## config.mk

```make
export PLATFORM = sky130hd
export DESIGN_NAME = ps2_scancode_rx
export DESIGN_NICKNAME = d
export VERILOG_FILES = /design/src/rtl/ps2_pkg.sv /design/src/rtl/ps2_clk_filter.sv /design/src/rtl/ps2_scancode_rx.sv
export SDC_FILE = /design/constraint.sdc
export NUM_CORES = 1
export LEC_CHECK = 0
export BUFFER_PORTS_ARGS = -buffer_cell sky130_fd_sc_hd__buf_2
export CAP_MARGIN = 20
export CORE_MARGIN = 1
export CORE_UTILIZATION = 40
export DETAILED_ROUTE_END_ITERATION = 16
export GPL_TIMING_DRIVEN = 0
export PLACE_DENSITY = 0.63
export SYNTH_ARGS = -nofsm -noshare
export SYNTH_HDL_FRONTEND = slang
export SYNTH_SLANG_ARGS = --single-unit
```

## constraint.sdc

```tcl
create_clock -name board_clk -period 2.6 [get_ports board_clk]
set_input_delay 0 -clock board_clk [delete_from_list [all_inputs] [get_ports board_clk]]
set_output_delay 0 -clock board_clk [all_outputs]
set_load 0.02 [all_outputs]
```

## src/rtl/ps2_pkg.sv

```systemverilog
// rtl/ps2_pkg.sv - shared constants and frame FSM encoding for the PS/2 scan-code receiver
package ps2_pkg;

  localparam logic [7:0] PS2_EXT_PREFIX = 8'hE0;
  localparam logic [7:0] PS2_BRK_PREFIX = 8'hF0;
  localparam int         PS2_DATA_BITS  = 8;

  typedef enum logic [1:0] {
    IDLE,
    DATA,
    PARITY,
    STOP
  } ps2_state_e;

  // True when the data byte plus its parity bit carry an odd number of ones
  function automatic logic odd_parity_ok(input logic [7:0] data_byte, input logic par);
    return ^{data_byte, par};
  endfunction

endpackage

```

## src/rtl/ps2_clk_filter.sv

```systemverilog
// rtl/ps2_clk_filter.sv - pin synchronisers, ps2_clk glitch filter and falling-edge strobe
module ps2_clk_filter #(
  parameter int SYNC_STAGES = 2,
  parameter int FILTER_LEN  = 8
) (
  input  logic board_clk,
  input  logic reset,
  input  logic ps2_clk,
  input  logic ps2_data,
  output logic fall,
  output logic data
);

  localparam int CW = $clog2(FILTER_LEN + 1);

  logic [SYNC_STAGES-1:0] clk_sync;
  logic [SYNC_STAGES-1:0] data_sync;
  logic [FILTER_LEN-1:0]  data_dly;
  logic [CW-1:0]          cnt;
  logic                   filt;
  logic                   filt_d;

  always_ff @(posedge board_clk) begin
    if (reset) begin
      clk_sync  <= '1;
      data_sync <= '1;
      data_dly  <= '1;
      cnt       <= '0;
      filt      <= 1'b1;
      filt_d    <= 1'b1;
    end else begin
      clk_sync  <= {clk_sync[SYNC_STAGES-2:0], ps2_clk};
      data_sync <= {data_sync[SYNC_STAGES-2:0], ps2_data};
      // Data is delayed by the filter depth so it lines up with the sample that started the edge
      data_dly  <= {data_dly[FILTER_LEN-2:0], data_sync[SYNC_STAGES-1]};
      filt_d    <= filt;
      if (clk_sync[SYNC_STAGES-1] != filt) begin
        if (cnt == CW'(FILTER_LEN - 1)) begin
          filt <= clk_sync[SYNC_STAGES-1];
          cnt  <= '0;
        end else begin
          cnt <= cnt + 1'b1;
        end
      end else begin
        cnt <= '0;
      end
    end
  end

  assign fall = filt_d & ~filt;
  assign data = data_dly[FILTER_LEN-1];

endmodule

```

## src/rtl/ps2_scancode_rx.sv

```systemverilog
// rtl/ps2_scancode_rx.sv - PS/2 device-to-host frame receiver with E0/F0 prefix decoding
module ps2_scancode_rx
  import ps2_pkg::*;
#(
  parameter int SYNC_STAGES    = 2,
  parameter int FILTER_LEN     = 8,
  parameter int TIMEOUT_CYCLES = 100000
) (
  input  logic       board_clk,
  input  logic       reset,
  input  logic       ps2_clk,
  input  logic       ps2_data,
  output logic [7:0] scan_code,
  output logic       scan_valid,
  output logic       is_break,
  output logic       is_extended,
  output logic       parity_err,
  output logic       frame_err
);

  localparam int TW = $clog2(TIMEOUT_CYCLES + 1);

  ps2_state_e    state;
  logic [3:0]    bit_cnt;
  logic [7:0]    shift;
  logic          par_bit;
  logic [TW-1:0] to_cnt;
  logic          ext_flag;
  logic          brk_flag;
  logic          fall;
  logic          data;
  logic          to_hit;

  ps2_clk_filter #(
    .SYNC_STAGES(SYNC_STAGES),
    .FILTER_LEN (FILTER_LEN)
  ) u_filter (
    .board_clk(board_clk),
    .reset    (reset),
    .ps2_clk  (ps2_clk),
    .ps2_data (ps2_data),
    .fall     (fall),
    .data     (data)
  );

  // A fall in the terminal cycle takes precedence over the timeout
  assign to_hit = (state != IDLE) && !fall && (to_cnt == TW'(TIMEOUT_CYCLES - 1));

  always_ff @(posedge board_clk) begin
    if (reset) begin
      state       <= IDLE;
      bit_cnt     <= '0;
      shift       <= '0;
      par_bit     <= 1'b0;
      to_cnt      <= '0;
      ext_flag    <= 1'b0;
      brk_flag    <= 1'b0;
      scan_code   <= '0;
      scan_valid  <= 1'b0;
      is_break    <= 1'b0;
      is_extended <= 1'b0;
      parity_err  <= 1'b0;
      frame_err   <= 1'b0;
    end else begin
      scan_valid <= 1'b0;
      parity_err <= 1'b0;
      frame_err  <= 1'b0;

      if (fall) begin
        to_cnt <= '0;
      end else if (state != IDLE && to_cnt != TW'(TIMEOUT_CYCLES)) begin
        to_cnt <= to_cnt + 1'b1;
      end

      if (fall) begin
        case (state)
          IDLE: begin
            if (!data) begin
              state   <= DATA;
              bit_cnt <= '0;
            end else begin
              frame_err <= 1'b1;
            end
          end
          DATA: begin
            shift   <= {data, shift[7:1]};
            bit_cnt <= bit_cnt + 4'd1;
            if (bit_cnt == 4'(PS2_DATA_BITS - 1)) state <= PARITY;
          end
          PARITY: begin
            par_bit <= data;
            state   <= STOP;
          end
          STOP: begin
            state <= IDLE;
            if (!odd_parity_ok(shift, par_bit)) begin
              parity_err <= 1'b1;
              ext_flag   <= 1'b0;
              brk_flag   <= 1'b0;
            end else if (!data) begin
              frame_err <= 1'b1;
              ext_flag  <= 1'b0;
              brk_flag  <= 1'b0;
            end else if (shift == PS2_EXT_PREFIX) begin
              ext_flag <= 1'b1;
            end else if (shift == PS2_BRK_PREFIX) begin
              brk_flag <= 1'b1;
            end else begin
              scan_code   <= shift;
              is_break    <= brk_flag;
              is_extended <= ext_flag;
              scan_valid  <= 1'b1;
              ext_flag    <= 1'b0;
              brk_flag    <= 1'b0;
            end
          end
        endcase
      end else if (to_hit) begin
        frame_err <= 1'b1;
        state     <= IDLE;
        ext_flag  <= 1'b0;
        brk_flag  <= 1'b0;
      end
    end
  end

endmodule

```

==> results.ini <==
[outcome]
status=finished clean

[timing]
slew_headroom_pct=58.4
fin_ws_ns=0.355
finalSetupTns_ns=0
finalCritPeriodShare_pct=86.4
fmax_ghz=0.445
finalHoldViolations=0
worst_pin_slew_ns=0.618
post-route-min-period_ns=2.25
maxSlewViolCount=0
skew_ns=0.00258
rsz0062_at_grt=false
setup_violations=0

[clock_network]
cts_made_buffers=9
clkSlewWorstSetupHoldPaths_ns=0.06
clock_latency_ns=0.34
cts_tree=built
clockBufferDepth=2
clockRootBuffer=clkbuf_8
clock-sinks=65
cts-resized-gates=0
htreeDepth=3

[placed_design]
dpl.hpwl_mm=3.35
port_buffers=16
pre_cts_slack_ns=0.378
place.gp.congestion=0.808

[grt]
grtUsageTotal_pct=15.3
grt_max_degree=11
gr-total-overflow=0
grt_pass1_wl_mm=8.55
antenna_found_initial=0
grt_pass1_vias=1835

[power_and_ir_drop]
leakage_uw=0.00118
ir_drop_mv=0.458
p_per_area_nw_per_um2=602

[detailed_routing]
maxUsedRoutingLayer=met4
met1Wirelength_mm=2.53
met3_length_um=172
vias_per_cell=4.96
drt_wl_total_mm=4.89
drt_first_pass_iters=4
route.detailed.drc=0
antenna_left=0
via_count=2003
wl_per_cell_um=12.1
drtIter0Drc=77
dr_wl_met2_mm=2.08

[critical_path]
critPathBufInv=2
reg2reg_to=brk_flag
reg2reg_setup_slack_ns=0.35
worstRegToRegCells=8
crit_path_max_fanout=10
path_class=reg -> reg
endpoint_kind=register
cp-start-kind=register
critical-path-max-stage-delay_ns=0.40
worstPathArrival_ns=2.48
slowest_stage=nand3b_1
critical_path_depth=8
cp_top_family=simple AND/OR/NAND/NOR gates
rr_startpoint=state[0]
cp_cell_sequence=inv_1 -> ha_1 -> clkbuf_1 -> nand3b_1 -> nor2_1 -> nand3_1 -> o2bb2ai_1 -> a22o_1
critPathRequiredTime_ns=2.83

[final_layout]
mostFrequentLayoutCells=65 x dfxtp_1, 48 x nor2_1, 19 x mux2i_1
antenna_cells=0
fillerInstances=632
drive_gt1_share_pct=14.1
layout_commonest_cell=dfxtp_1
seq_area_sq_um=1300
finish.net_count=334
multiInputGateArea_sq_um=1370
area_delta_synth_final_pct=14.6

[logic_synthesis]
syn_nets=305
syn_area_sq_um=2760
synth_edf_count=0
ys.flop_type=dfxtp_1
synth.avg_cell_area_sq_um=9.43
synth_seq_cells=65
yosys_warnings=0
synthArstFlopShare_pct=0
ys_types=41
yosysSeqAreaShare_pct=47.1
synthCells=293

[floorplanning]
die_w_um=85.1
coreArea_sq_um=6490
io_pins=17
core.rowCount=29
die_h_um=85.1
start_util_pct=42.5
die_area_sq_um=7240

[run]
drv_cap=0

[worst_hold_path]
hold_start=reset
hold_depth=3
hold_end=scan_valid
min_path_type=in -> reg

what timing repair did:
item / CTS / global route
hold endpoints to repair: 2 / 0
endpoints found under the setup margin: 0 / 0
buffers inserted: 0 / 0
hold buffers: 2 / 0
synth_stat cells, types with 5 or more instances:
| cell | n | area, sq um |
|---|---|---|
| nand3_1 | 9 | 45.0 |
| inv_1 | 11 | 41.3 |
| nor2_1 | 48 | 180 |
| or2_2 | 13 | 81.3 |
| mux2i_1 | 19 | 190 |
| nor3_1 | 8 | 40.0 |
| a21oi_1 | 13 | 65.1 |
| o21ai_0 | 7 | 35.0 |
| nor2b_1 | 5 | 31.3 |
| dfxtp_1 | 65 | 1300 |
| ha_1 | 8 | 100 |
| nand2_1 | 13 | 48.8 |
| xnor2_1 | 15 | 131 |
| clkbuf_1 | 11 | 41.3 |
| nand3b_1 | 5 | 37.5 |
kinds of logic (layout without fill, tap and decap cells):
| family | count (synthesis) | count (layout) | share of synthesized area (%) |
|---|---|---|---|
| and+or+nand+nor | 125 | 125 | 23.4 |
| muxes | 19 | 19 | 6.88 |
| buffers and inverters | 23 | 57 | 3.40 |
| adders and majority gates | 8 | 8 | 3.62 |
| xor gates and xnor gates | 21 | 21 | 8.20 |
| DFF | 65 | 65 | 47.1 |
| AOI/OAI and AO/OA | 32 | 32 | 7.43 |
stage by stage:
step	hold WS [ns]	util [%]	instances	power [uW]	area [sq um]
4_1_cts	0.175	48.8	404	1950	3170
5_1_grt	0.251	48.8	404	1990	3170
6_report	0.180	48.8	404	1910	3170
3_5_place_dp	0.187	45.3	386	1050	2940
3_3_place_gp	0.185	45.3	386	1050	2940
2_1_floorplan	0.104	-	293	1040	2760
worst max path at each step:
| stage | from | endpoint |
|---|---|---|
| 5_1_grt | state[0] | brk_flag |
| 3_3_place_gp | state[0] | brk_flag |
| 2_1_floorplan | state[0] | brk_flag |
| 4_1_cts | state[0] | brk_flag |
| 6_report | state[0] | brk_flag |
| 3_5_place_dp | state[0] | brk_flag |
power by group:
group          leakage [uW]  switching (uW)  internal [uW]  total, uW
registers          0.000525            1.33           1000       1000
clock network      0.000107             356            521        877
logic              0.000551            18.7           10.4       29.2
sequential cells by signal, indices dropped and copies added (netlist names), 2 cells and up:
signal	flops
shift	8
u_filter.data_sync	2
state	2
u_filter.data_dly	8
u_filter.cnt	4
scan_code	8
to_cnt	17
bit_cnt	4
u_filter.clk_sync	2
final cells by class:
class,count,area share [%]
sequential,65,41.1
clock inverter,2,1.11
clock buffer,14,5.45
tap,77,3.04
multi-input combinational,205,43.2
timing repair buffer,18,3.16
buffer,12,1.66
inverter,11,1.30
worst reg2reg max path: stages (launching register included):
cell and delay, ns:
dfxtp_1 0.38, inv_1 0.08, ha_1 0.19, clkbuf_1 0.22, nand3b_1 0.41, nor2_1 0.22, nand3_1 0.20, o2bb2ai_1 0.21
a22o_1 0.24
layer usage:
| metal | GRT usage (%) | up-vias |
|---|---|---|
| met5 | 0 | - |
| met2 | 22.1 | 25 |
| li1 | - | 1053 |
| met1 | 20.2 | 915 |
| met4 | 7.86 | 0 |
| met3 | 5.25 | 10 |
(Power assumes the default switching activity.)
